### config.mk
export PLATFORM = sky130hd
export DESIGN_NAME = tlm_hop_stamper
export DESIGN_NICKNAME = d
export VERILOG_FILES = /design/src/rtl/tlm_hop_stamper.sv
export SDC_FILE = /design/constraint.sdc
export NUM_CORES = 1
export LEC_CHECK = 0
export ABC_AREA = 1
export BUFFER_PORTS_ARGS = -buffer_cell sky130_fd_sc_hd__buf_2
export CAP_MARGIN = 20
export CORE_MARGIN = 3
export CORE_UTILIZATION = 59
export CTS_BUF_LIST = sky130_fd_sc_hd__clkbuf_4 sky130_fd_sc_hd__clkbuf_8 sky130_fd_sc_hd__clkbuf_16
export DETAILED_ROUTE_END_ITERATION = 10
export PLACE_DENSITY_LB_ADDON = 0.25
export SETUP_SLACK_MARGIN = 0.4
export SLEW_MARGIN = 5
export SYNTH_ARGS = -nofsm -noshare
export SYNTH_HDL_FRONTEND = slang
export SYNTH_SLANG_ARGS = --single-unit
### constraint.sdc
create_clock -name clock -period 8.85 [get_ports clock]
set_input_delay 1.3275 -clock clock [delete_from_list [all_inputs] [get_ports clock]]
set_output_delay 1.3275 -clock clock [all_outputs]
set_load 0.05 [all_outputs]
### src/rtl/tlm_hop_stamper.sv
// ---------------------------------------------------------------------------
// tlm_hop_stamper
//
// Sits between the telemetry arbiter and the comm transmit port. Every word
// accepted from the arbiter has its target (hop) field incremented. Words
// whose incremented hop count exceeds MAX_HOPS are consumed and dropped.
// All other words go into a two-entry FIFO that feeds the transmitter.
// Saturating forward and drop counters and a sticky drop flag are kept for
// the status registers.
//
// Ports
//   clock         system clock (16 MHz); all state changes on its rising edge
//   reset         asynchronous, active-high reset
//   din_target    target field from the arbiter (local words arrive as -1)
//   din_payload   payload from the arbiter
//   din_val       input word valid
//   din_rdy       stamper can accept a word this cycle
//   dout_target   incremented target of the head entry
//   dout_payload  payload of the head entry
//   dout_val      head entry valid
//   dout_rdy      transmitter takes the head entry this cycle
//   cnt_clear     synchronous clear of the counters and the sticky flag
//   fwd_count     words handed to the transmitter, saturating at 0xFFFF
//   drop_count    words dropped for hop overflow, saturating at 0xFFFF
//   drop_seen     sticky flag, set on any drop
//   buf_state     debug view of the buffer state (0 EMPTY, 1 ONE, 2 FULL)
//
// Handshake: a transfer happens on a rising edge where valid && ready are
// both high. A valid word and its fields are held stable until that
// transfer. Ready never depends on the partner's valid. In particular,
// din_rdy is decoded from the registered buffer state only.
// ---------------------------------------------------------------------------
module tlm_hop_stamper #(
   parameter int TARGET_W  = 8,
   parameter int PAYLOAD_W = 32,
   parameter int MAX_HOPS  = 63
) (
   input  logic                 clock,
   input  logic                 reset,
   input  logic [TARGET_W-1:0]  din_target,
   input  logic [PAYLOAD_W-1:0] din_payload,
   input  logic                 din_val,
   output logic                 din_rdy,
   output logic [TARGET_W-1:0]  dout_target,
   output logic [PAYLOAD_W-1:0] dout_payload,
   output logic                 dout_val,
   input  logic                 dout_rdy,
   input  logic                 cnt_clear,
   output logic [15:0]          fwd_count,
   output logic [15:0]          drop_count,
   output logic                 drop_seen,
   output logic [1:0]           buf_state
);

   localparam int ENTRY_W = TARGET_W + PAYLOAD_W;
   localparam logic [31:0] MAX_HOPS_U = 32'(MAX_HOPS);

   // The encoding equals the occupancy of the FIFO.
   typedef enum logic [1:0] {
      EMPTY = 2'd0,
      ONE   = 2'd1,
      FULL  = 2'd2
   } buf_state_t;

   buf_state_t         state;
   logic [ENTRY_W-1:0] mem [2];
   logic               rd_ptr;
   logic               wr_ptr;

   logic [TARGET_W-1:0] incr;
   logic [31:0]         incr_ext;
   logic                accept;
   logic                keep;
   logic                push;
   logic                drop;
   logic                pop;

   assign din_rdy   = (state != FULL);
   assign dout_val  = (state != EMPTY);
   assign buf_state = state;

   // Local words (all-ones) wrap to 0, so they are always legal.
   assign incr     = din_target + 1'b1;
   assign incr_ext = 32'(incr);
   assign keep     = (incr_ext <= MAX_HOPS_U);

   assign accept = din_val && din_rdy;
   assign push   = accept && keep;
   assign drop   = accept && !keep;
   assign pop    = dout_val && dout_rdy;

   // The outputs are driven from storage only. There is no path from din_*
   // to dout_*. The head entry stays fixed until it is popped.
   assign {dout_target, dout_payload} = mem[rd_ptr];

   // Buffer state machine, together with its storage and pointers.
   always_ff @(posedge clock or posedge reset) begin
      if (reset) begin
         state  <= EMPTY;
         rd_ptr <= 1'b0;
         wr_ptr <= 1'b0;
         mem[0] <= '0;
         mem[1] <= '0;
      end else begin
         if (push) begin
            mem[wr_ptr] <= {incr, din_payload};
            wr_ptr      <= ~wr_ptr;
         end
         if (pop) begin
            rd_ptr <= ~rd_ptr;
         end
         case (state)
            EMPTY: begin
               if (push) state <= ONE;
            end
            ONE: begin
               if (push && !pop)      state <= FULL;
               else if (pop && !push) state <= EMPTY;
            end
            FULL: begin
               // din_rdy is low here, so only a pop can happen.
               if (pop) state <= ONE;
            end
            default: state <= EMPTY;
         endcase
      end
   end

   // Status counters. A clear takes priority over an increment in the same
   // cycle.
   always_ff @(posedge clock or posedge reset) begin
      if (reset) begin
         fwd_count  <= 16'd0;
         drop_count <= 16'd0;
         drop_seen  <= 1'b0;
      end else if (cnt_clear) begin
         fwd_count  <= 16'd0;
         drop_count <= 16'd0;
         drop_seen  <= 1'b0;
      end else begin
         if (pop && (fwd_count != 16'hFFFF)) begin
            fwd_count <= fwd_count + 16'd1;
         end
         if (drop) begin
            drop_seen <= 1'b1;
            if (drop_count != 16'hFFFF) begin
               drop_count <= drop_count + 16'd1;
            end
         end
      end
   end

endmodule

==> Yosys cells after proc, flatten, opt, wreduce, memory -nomap -nowiden <==
Cells that the tools add are included.
W data, S select, Z words.
{ "word_totals": {"register_bits": 117, "latchBits": 0, "ram_bits": 0, "mem_bits_ro": 0, "in_bits": 45, "output_inout_bits": 77, "word_cells": 63, "mem_count": 0} }
{ "op_classes": {"addsub": 3, "multipliers": 0, "div_mod_pow": 0, "n_lt_le_gt_ge": 4, "n_eq_ne": 8, "n_shift": 0, "mux": 18, "bitwise_logic": 4, "n_reduce_logical": 18} }
{ "op_table": {"columns": ["operator", "n"], "rows": [
  ["$mux W40", 4],
  ["$bwmux W80", 1],
  ["$mux W16", 5],
  ["$demux W40 S1", 1],
  ["$add A16 B1 Y16 const B", 2],
  ["$ne A16 B16 Y1 const B", 2],
  ["$add A8 B1 Y8 const B", 1],
  ["$le A8 B6 Y1 const B", 1],
  ["$logic_and A1 B1 Y1", 8],
  ["$mux W2", 4],
  ["$reduce_bool A2 Y1", 4],
  ["$ne A2 B2 Y1 const B", 3],
  ["$pmux W2 S3", 1],
  ["$ge A2 B2 Y1 const B", 2],
  ["$not A1 Y2", 2],
  ["$logic_not A1 Y1", 3],
  ["$ne A3 B3 Y1 const B", 1],
  ["$reduce_and A3 Y1", 1],
  ["$eq A2 B1 Y1 const B", 1],
  ["$eq A2 B2 Y1 const B", 1],
  ["$logic_not A2 Y1", 1],
  ["$lt A2 B1 Y1 const B", 1],
  ["$mux W1", 2],
  ["$not A1 Y1", 2],
  ["$reduce_and A2 Y1", 1]
]} }

==> Depth between registers and ports, before layout <==
Gate-level depths: netlist of the first run.
{ "logic_depth": {"depth_word": 8, "mapped_depth": 14, "mapped_depth_nobuf": 13} }

==> Worst setup path after synthesis of the first run <==
Ideal clock, no wire load.
{ "synth_timing": {"kind": "reg-to-output", "startpoint": "reg rd_ptr", "endpoint": "out dout_payload[0]", "arrival_time_ns": 1.811, "t_required_ns": 7.523, "setup_slack_ns": 5.712, "stages_incl_launch_ff": 4, "n_path_buf": 2, "path_cell_list": "dfrtp_1 clkbuf_1 clkbuf_1 o21ai_0"} }
{ "synth_between": {"elab_chain_len": 4} }
{ "synth_rtl": {"columns": ["item", "line", "source"], "rows": [
  ["start: declaration", "67", "logic rd_ptr;"],
  ["start signal: assignment", "110", "rd_ptr <= ~rd_ptr;"],
  ["$not A1 Y2 (not written as such)", "94", "assign {dout_target, dout_payload} = mem[rd_ptr];"],
  ["$mux W40 (not written as such) (3 in a row)", "94", null],
  ["end: declaration", "45", "output logic [PAYLOAD_W-1:0] dout_payload,"]
]} }
No other way between the ends. The select of a mux whose other input is x is not followed.

==> Final worst setup path of the first run <==
{ "layout_timing": {"startpoint": "reg rd_ptr", "endpoint": "out dout_payload[10]"} }
Same word-level chain as after synthesis.

==> results of run 1 <==
routing by layer:
layer / wire length (um) / share of wire
met5: 0 / 0
met4: 258 / 0.017
met3: 927 / 0.062
met2: 7580 / 0.51
met1: 6110 / 0.41
sequential cells by signal, indices dropped and copies added (netlist names):
| name | flops |
|---|---|
| wr_ptr | 1 |
| drop_seen | 1 |
| fwd_count | 16 |
| buf_state | 2 |
| rd_ptr | 1 |
| mem | 80 |
| drop_count | 16 |
power by group through the flow:
stage,Clock [mW],Combinational [mW],Sequential (mW)
3_3_place_gp,0,1.02,0.845
2_1_floorplan,0,0.843,0.810
4_1_cts,0.750,1.05,0.847
3_5_place_dp,0,1.04,0.854
5_1_grt,0.774,1.19,0.839
6_report,0.741,1.11,0.818
cell type report:
cell class	instances	area [um2]
clock buffers	19	442
clock inverters	13	203
fillers	748	2480
inverters	78	295
multi-input cells	545	2540
flip-flops and latches	117	2930
well taps	133	166
repair buffers	129	718
layout by cell type, fill, tap and decap left out, types with 5 or more instances in the layout:
master | netlist | final
nand3_1 | 40 | 40
nand2_1 | 259 | 259
o21ai_2 | 8 | 8
bufinv_16 | 0 | 5
clkbuf_16 | 0 | 16
inv_1 | 78 | 77
xor2_1 | 14 | 14
o21ai_0 | 112 | 112
nor3_1 | 7 | 7
buf_2 | 11 | 121
nand4_1 | 16 | 16
nor2_1 | 50 | 50
dfrtp_1 | 117 | 116
o21ai_1 | 11 | 11
worst max path at each step:
stage	slack [ns]	startpoint	endpoint	depth (start not counted)
2_1_floorplan	4.42	reset	buf_state[0]	1
3_3_place_gp	5.38	din_target[0]	mem[49]	10
3_5_place_dp	5.26	din_target[0]	mem[51]	9
4_1_cts	5.16	rd_ptr	dout_target[7]	2
5_1_grt	5.43	rd_ptr	dout_payload[10]	4
6_report	5.51	rd_ptr	dout_payload[10]	4
cells by family after synthesis:
family / after synthesis / share of synthesized area
simple gates: 388 / 0.273
buf+inv: 116 / 0.0814
xor+xnor: 17 / 0.0250
fa+ha+maj: 4 / 0.00841
flops: 117 / 0.492
compound gates: 136 / 0.120
critical path: cells and delay by family (launching register included):
family / cells / cell delay [ns]
buffers and inverters: 2 / 0.62
DFF: 1 / 0.66
AOI/OAI and AO/OA: 1 / 0.13
and+or+nand+nor: 1 / 0.09
==> results.cfg, run 1 <==
[floorplan]
num_io_pins = 122
initial_core_utilization = 0.609
die_wd_um = 106
fp.dieArea_um2 = 11300
floorplan.rows = 36
core_area_um2 = 9770
die_y_um = 106

[drt]
firstDrtPassIters = 5
via_per_inst = 5.42
dr.first_iter.drc_count = 363
routedWlPerCell_um = 14.4
route.vias.total = 5604
post-route-drc-count = 0
detail_route.wirelength_um = 14900
antenna_violating_nets_post_route = 0

[grt]
grt_pass1_vias = 5227
global_route.overflow_total = 0
first_pass_grt_wire_length_um = 24200
grtUsageTotal = 0.265
gr-usage-met2 = 0.443
grtUsageMet3 = 0.0607
antenna_found_initial = 0
use_met1 = 0.346
grt_max_degree = 82
busiest_layer = met2

[place]
place_inst = 997
detailedPlacementHpwl_um = 9380
pre_cts_slack_ns = 5.26
io_buffers = 121
gp_congestion = 0.866
place_area_um2 = 6560

[cts]
htree_num_levels = 4
post_cts_hold_buffer_count = 0
count_of_instances_resized_after_the_clock_tree_is_built = 0
clock_latency_of_the_later_clocked_register_in_the_worst_skew_pair_ns = 0.51
cts_setup_buffers = 0
path_clk_slew_ns = 0.05
clock_tree.root_cell = clkbuf_8
cts_sink_cnt = 117
tritoncts.num_buffers = 17
clock_tree.buffer_depth = 2
cts_tree = built

[critical_path]
worstSetupStartpointType = register
worst_ep_required_time_ns = 7.52
critical_path.cell_chain = buf_12, nand2_1, o21ai_0, buf_2
critical_path.slowest_cell = dfrtp_2
worstPathArrival_ns = 2.01
r2r_slack_ns = 6.28
reg2regPathDepth = 7
timing.rr.end = mem[17]
rr_startpoint = buf_state[0]
ws_path_type = register to primary output
cpPeakStageDelay_ns = 0.66
critical_path.endpoint_type = primary output
critical_path_peak_fanout = 56

[pwr]
power.combinational.fraction = 0.415
powerDensity_nw_per_um2 = 366
design_power_total_mw = 2.67
swShare = 0.446
clock_power_share = 0.278
intPower_mw = 1.48
total_switching_power_mw = 1.19
p_leak_nw = 3.72
power.share.sequential = 0.307
vdd.ir_drop.worst_v = 0.000205

[timing]
timing.final.hold_violations = 0
maxClockFrequency_mhz = 299
grt_setup_unrepaired = no
timing.final.setup_violations = 0
setup_tns_ns = 0
final.period_utilization = 0.377
fin_worst_hold_slack_ns = 0.488
worst_clock_skew_ns = 0.00996
report.final.slew_viol_count = 0
slew_headroom = 0.496
worstMarginPinSlew_ns = 0.756
postLayoutSetupSlackWorst_ns = 5.51
time_the_final_worst_path_needs_with_i_o_delays_and_setup_ns = 3.34

[cells_and_area]
finish.net_count = 937
fin_area_um2 = 7290
finish.utilization = 0.746
finalNonFillerCells = 1034
antenna-diode-count = 0
drive_gt1_frac = 0.202
layout-area-overhead-vs-synth_pct = 22.5

[min_path]
min_to = mem[79]
hp-class = register to register
min_delay_path_depth = 2
min_from = mem[79]

[synthesis]
synth-seq-area-share = 0.492
synth_top_cell_by_area = dfrtp_1
syn_inst = 778
post_syn_area_um2 = 5950
synthMostInstantiatedCell = nand2_1
count_of_state_elements_after_synthesis = 117
number_of_warning_messages_in_the_yosys_log = 0
ys_top_cells_by_area = dfrtp_1, nand2_1, o21ai_0
synth_net_count = 827
netlist-cell-type-count = 31
postSynth.asyncResetShare = 1.00
synth.top_cell.area_share = 0.492
synth_enable_flop_cells = 0
synth_commonest_cells = nand2_1, dfrtp_1, o21ai_0
synth.avg_cell_area_um2 = 7.65
synthFlopType = dfrtp_1

[outcome]
outcome = completed

[job]
drv_cap = 0
No activity file was read; power rests on OpenSTA's default activity.
==> inputs of run 2 (changes only) <==
Settings changed: CORE_UTILIZATION 59 to 55.
Clock period 8.85 ns to 3.2 ns, I/O delays scaled along.
==> results.cfg, run 2 (synthesized netlist as in run 1, its figures left out) <==
[drt]
firstDrtPassIters = 5
via_per_inst = 5.28
route.vias.total = 5484
routedWlPerCell_um = 14.0
antenna_violating_nets_post_route = 0
detail_route.wirelength_um = 14600
dr.first_iter.drc_count = 472
post-route-drc-count = 0

[cts]
post_cts_hold_buffer_count = 0
htree_num_levels = 4
tritoncts.num_buffers = 17
cts_tree = built
path_clk_slew_ns = 0.06
clock_tree.buffer_depth = 2
clock_tree.root_cell = clkbuf_8
cts_sink_cnt = 117
cts_setup_buffers = 0
count_of_instances_resized_after_the_clock_tree_is_built = 0
clock_latency_of_the_later_clocked_register_in_the_worst_skew_pair_ns = 0.52

[critical_path]
critical_path.endpoint_type = primary output
worstPathArrival_ns = 2.20
critical_path.slowest_cell = dfrtp_2
critical_path_peak_fanout = 45
ws_path_type = register to primary output
worst_ep_required_time_ns = 2.72
critical_path.cell_chain = buf_4, nand2_1, o21ai_0, buf_2
cpPeakStageDelay_ns = 0.83
worstSetupStartpointType = register

[place]
io_buffers = 121
gp_congestion = 0.853
pre_cts_slack_ns = 0.918
detailedPlacementHpwl_um = 9900

[cells_and_area]
filler_cell_count = 867
finish.net_count = 939
largest_register_ff_count = 80
largest_register = mem
antenna-diode-count = 0
leading_cell_type_in_the_layout_fill_and_taps_excluded = nand2_1
most-common-layout-cells = nand2_1, buf_2, dfrtp_1
biggestRegsByFlops = mem x80, drop_count x16, fwd_count x16
drive_gt1_frac = 0.204
layout-area-overhead-vs-synth_pct = 22.0

[timing]
postLayoutSetupSlackWorst_ns = 0.524
worstMarginPinSlew_ns = 0.847
time_the_final_worst_path_needs_with_i_o_delays_and_setup_ns = 2.68
final.period_utilization = 0.836
timing.final.setup_violations = 0
setup_tns_ns = 0
maxClockFrequency_mhz = 374
slew_headroom = 0.434
worst_clock_skew_ns = 0.00563
timing.final.hold_violations = 0
grt_setup_unrepaired = no
report.final.slew_viol_count = 0

[floorplan]
die_y_um = 110
die_wd_um = 110
initial_core_utilization = 0.571
core_area_um2 = 10400
floorplan.rows = 37
fp.dieArea_um2 = 12100
num_io_pins = 122

[grt]
antenna_found_initial = 0
grt_pass1_vias = 5314
grt_max_degree = 63
first_pass_grt_wire_length_um = 23800
global_route.overflow_total = 0
grtUsageTotal = 0.250

[job]
drv_cap = 0

[pwr]
vdd.ir_drop.worst_v = 0.000606
powerDensity_nw_per_um2 = 992
p_leak_nw = 3.69

[min_path]
hp-class = primary input to async pin

[outcome]
outcome = completed
run 2: final cells by class:
type / instances / area, um2 / area share
flip-flops and latches: 117 / 2930 / 0.403
multi-input cells: 545 / 2540 / 0.350
repair buffers: 131 / 718 / 0.0989
clock inverters: 14 / 179 / 0.0246
inverters: 78 / 297 / 0.0408
clock buffers: 18 / 428 / 0.0589
well taps: 136 / 170 / 0.0234
run 2: path summary, 6_finish.rpt:
path	start	end	slack, ns	cells past startpoint
min in group clock	din_payload[21]	mem[61]	0.18	3
worst max-delay path	rd_ptr	dout_payload[8]	0.52	4
worst max register to register	fwd_count[0]	fwd_count[15]	0.99	10
max in group asynchronous	reset	mem[49]	2.29	3
worst min-delay path	reset	fwd_count[10]	0.12	2
worst min register to register	mem[78]	mem[78]	0.49	2
run 2: critical path: cells and delay by family (launching register included):
kind | cells | cell delay (ns)
flops | 1 | 0.83
buf+inv | 2 | 0.66
compound gates | 1 | 0.11
simple gates | 1 | 0.06
run 2: routing by layer:
layer	GRT usage	vias to the layer above	wire length (um)
met3	0.0571	26	964
met4	0.105	0	310
li1	-	2689	-
met2	0.431	183	7310
met5	0	-	0
met1	0.302	2586	5970
run 2: power by group:
group / internal [mW] / switching (mW) / total, mW / leakage, nW
Sequential: 1.99 / 0.311 / 2.30 / 1.50
Clock: 1.21 / 0.704 / 1.92 / 0.288
Combinational: 0.685 / 2.30 / 2.98 / 1.90
Total: 3.89 / 3.31 / 7.20 / 3.69
run 2: through the flow:
stage               instance area [um2]  instances   util  power (mW)  hold slack, ns
finish                             7260       1039  0.697        7.20           0.117
global placement                   6650       1007  0.639        5.20           0.471
floorplan                          5950        778      -        4.57           0.457
detailed placement                 6650       1007  0.639        5.31           0.485
CTS                                7260       1039  0.697        7.25           0.126
global route                       7260       1039  0.697        7.62           0.161
==> inputs of run 3 (changes only) <==
Clock period 3.2 ns to 2.8 ns, I/O delays scaled along.
==> results.cfg, run 3 (synthesized netlist as in run 1, its figures left out) <==
[critical_path]
worstPathArrival_ns = 1.88
critical_path.cell_chain = buf_12, o21ai_0, buf_2
worst_ep_required_time_ns = 2.38
critical_path_peak_fanout = 38
timing.critical_path.max_delay_family = flip-flops
ws_path_type = register to primary output
worstSetupStartpointType = register
critical_path.slowest_cell = dfrtp_4
rr_startpoint = fwd_count[0]
cpPeakStageDelay_ns = 0.60
critical_path.n_buffers_inverters = 2
origin_of_the_worst_setup_path = rd_ptr
critical_path.endpoint_type = primary output

[drt]
routedWlPerCell_um = 14.3
maxUsedRoutingLayer = met4
firstDrtPassIters = 5
post-route-drc-count = 0
wl_met3_um = 915
wl_met2_um = 7650
antenna_violating_nets_post_route = 0
route.vias.total = 5509
via_per_inst = 5.28
routedLengthMet1_um = 6190
detail_route.wirelength_um = 14900
dr.first_iter.drc_count = 479

[pwr]
powerDensity_nw_per_um2 = 1150
power.share.sequential = 0.306
swShare = 0.441
p_leak_nw = 3.75
power.combinational.fraction = 0.419
vdd.ir_drop.worst_v = 0.000653
intPower_mw = 4.73
total_switching_power_mw = 3.73
clock_power_share = 0.276

[place]
place_inst = 1009
io_buffers = 121
detailedPlacementHpwl_um = 9880
gp_congestion = 0.833

[cells_and_area]
finish.net_count = 943
layout-area-overhead-vs-synth_pct = 23.6
leading_cell_type_in_the_layout_fill_and_taps_excluded = nand2_1
most-common-layout-cells = nand2_1, buf_2, dfrtp_1
antenna-diode-count = 0
largest_register = mem
biggestRegsByFlops = mem x80, drop_count x16, fwd_count x16
finalNonFillerCells = 1043
drive_gt1_frac = 0.207
largest_register_ff_count = 80

[floorplan]
floorplan.rows = 37
core_area_um2 = 10400
fp.dieArea_um2 = 12100
num_io_pins = 122
initial_core_utilization = 0.571
die_y_um = 110
die_wd_um = 110

[timing]
grt_setup_unrepaired = no
worstMarginPinSlew_ns = 0.551
time_the_final_worst_path_needs_with_i_o_delays_and_setup_ns = 2.30
report.final.slew_viol_count = 0
slew_headroom = 0.632
timing.final.setup_violations = 0
worst_clock_skew_ns = 0.0115
final.period_utilization = 0.820
setup_tns_ns = 0
maxClockFrequency_mhz = 435
timing.final.hold_violations = 0

[outcome]
outcome = completed

[cts]
clock_tree.buffer_depth = 2
path_clk_slew_ns = 0.05
tritoncts.num_buffers = 17
clock_tree.root_cell = clkbuf_8
cts_sink_cnt = 117
clock_latency_of_the_later_clocked_register_in_the_worst_skew_pair_ns = 0.51
htree_num_levels = 4
cts_tree = built

[min_path]
min_from = din_payload[28]
hp-class = primary input to register

[grt]
first_pass_grt_wire_length_um = 24200
grt_max_degree = 45
global_route.overflow_total = 0
antenna_found_initial = 0
grt_pass1_vias = 5301
grtUsageTotal = 0.255

[job]
drv_cap = 0
## run 3: changes by cell type in the layout (fill, tap and decap cells not counted), moves of 2 or more
cell / previous run / this run
clkbuf_4: 0 / 2
bufinv_16: 3 / 5
buf_4: 7 / 9
clkbuf_8: 2 / 4
clkinvlp_4: 4 / 1
clkinv_4: 6 / 0
clkinv_2: 1 / 5
## run 3: final cells by class
class | instances | area, um2
fill | 838 | 3060
sequential | 117 | 2930
multi-input combinational | 545 | 2540
timing repair buffer | 135 | 771
clock buffer | 22 | 470
inverter | 78 | 297
clock inverter | 10 | 175
tap | 136 | 170
## run 3: final timing paths
kind / end / slack [ns] / cells past startpoint
max in group asynchronous: fwd_count[5] / 1.54 / 4
hold / removal: mem[28] / 0.13 / 3
hold reg to reg: mem[39] / 0.50 / 2
setup / recovery: dout_payload[22] / 0.50 / 3
setup reg to reg: fwd_count[12] / 0.68 / 10
min in group asynchronous: mem[3] / 0.49 / 3
## run 3: what timing repair did
action | CTS | global route
setup buffers | 0 | 1
pin swaps | 0 | 0
resized for setup | 1 | 1
endpoints found under the hold margin | 19 | 0
endpoints found under the setup margin | 19 | 21
hold buffers | 1 | 0
## run 3: power groups by stage
stage	sequential, mW	combinational, mW	clock [mW]
after CTS	2.62	3.47	2.36
after global routing	2.66	3.84	2.45
after detailed placement	2.63	3.44	0
final	2.59	3.54	2.33
after floorplan	2.56	2.67	0
after global placement	2.60	3.36	0
## run 3: worst register-to-register path: cells and delay by family (launching register included)
family / cells / cell delay (ns)
simple gates: 6 / 0.87
flops: 1 / 0.47
buf+inv: 2 / 0.31
fa+ha+maj: 1 / 0.23
compound gates: 1 / 0.11
## run 3: per-stage QoR
stage | setup WS (ns) | utilization | power, mW | area [um2] | hold WS (ns)
floorplan | 0.569 | - | 5.23 | 5950 | 0.457
global placement | 0.721 | 0.640 | 5.97 | 6670 | 0.468
CTS | 0.403 | 0.703 | 8.45 | 7330 | 0.103
finish | 0.503 | 0.706 | 8.46 | 7350 | 0.129
global route | 0.413 | 0.706 | 8.95 | 7350 | 0.114
detailed placement | 0.648 | 0.640 | 6.07 | 6670 | 0.486
## run 3: metal layers
layer	up-vias	global-route usage
li1	2707	-
met1	2596	0.317
met2	192	0.441
met3	14	0.0588
met4	0	0.0810
met5	-	0
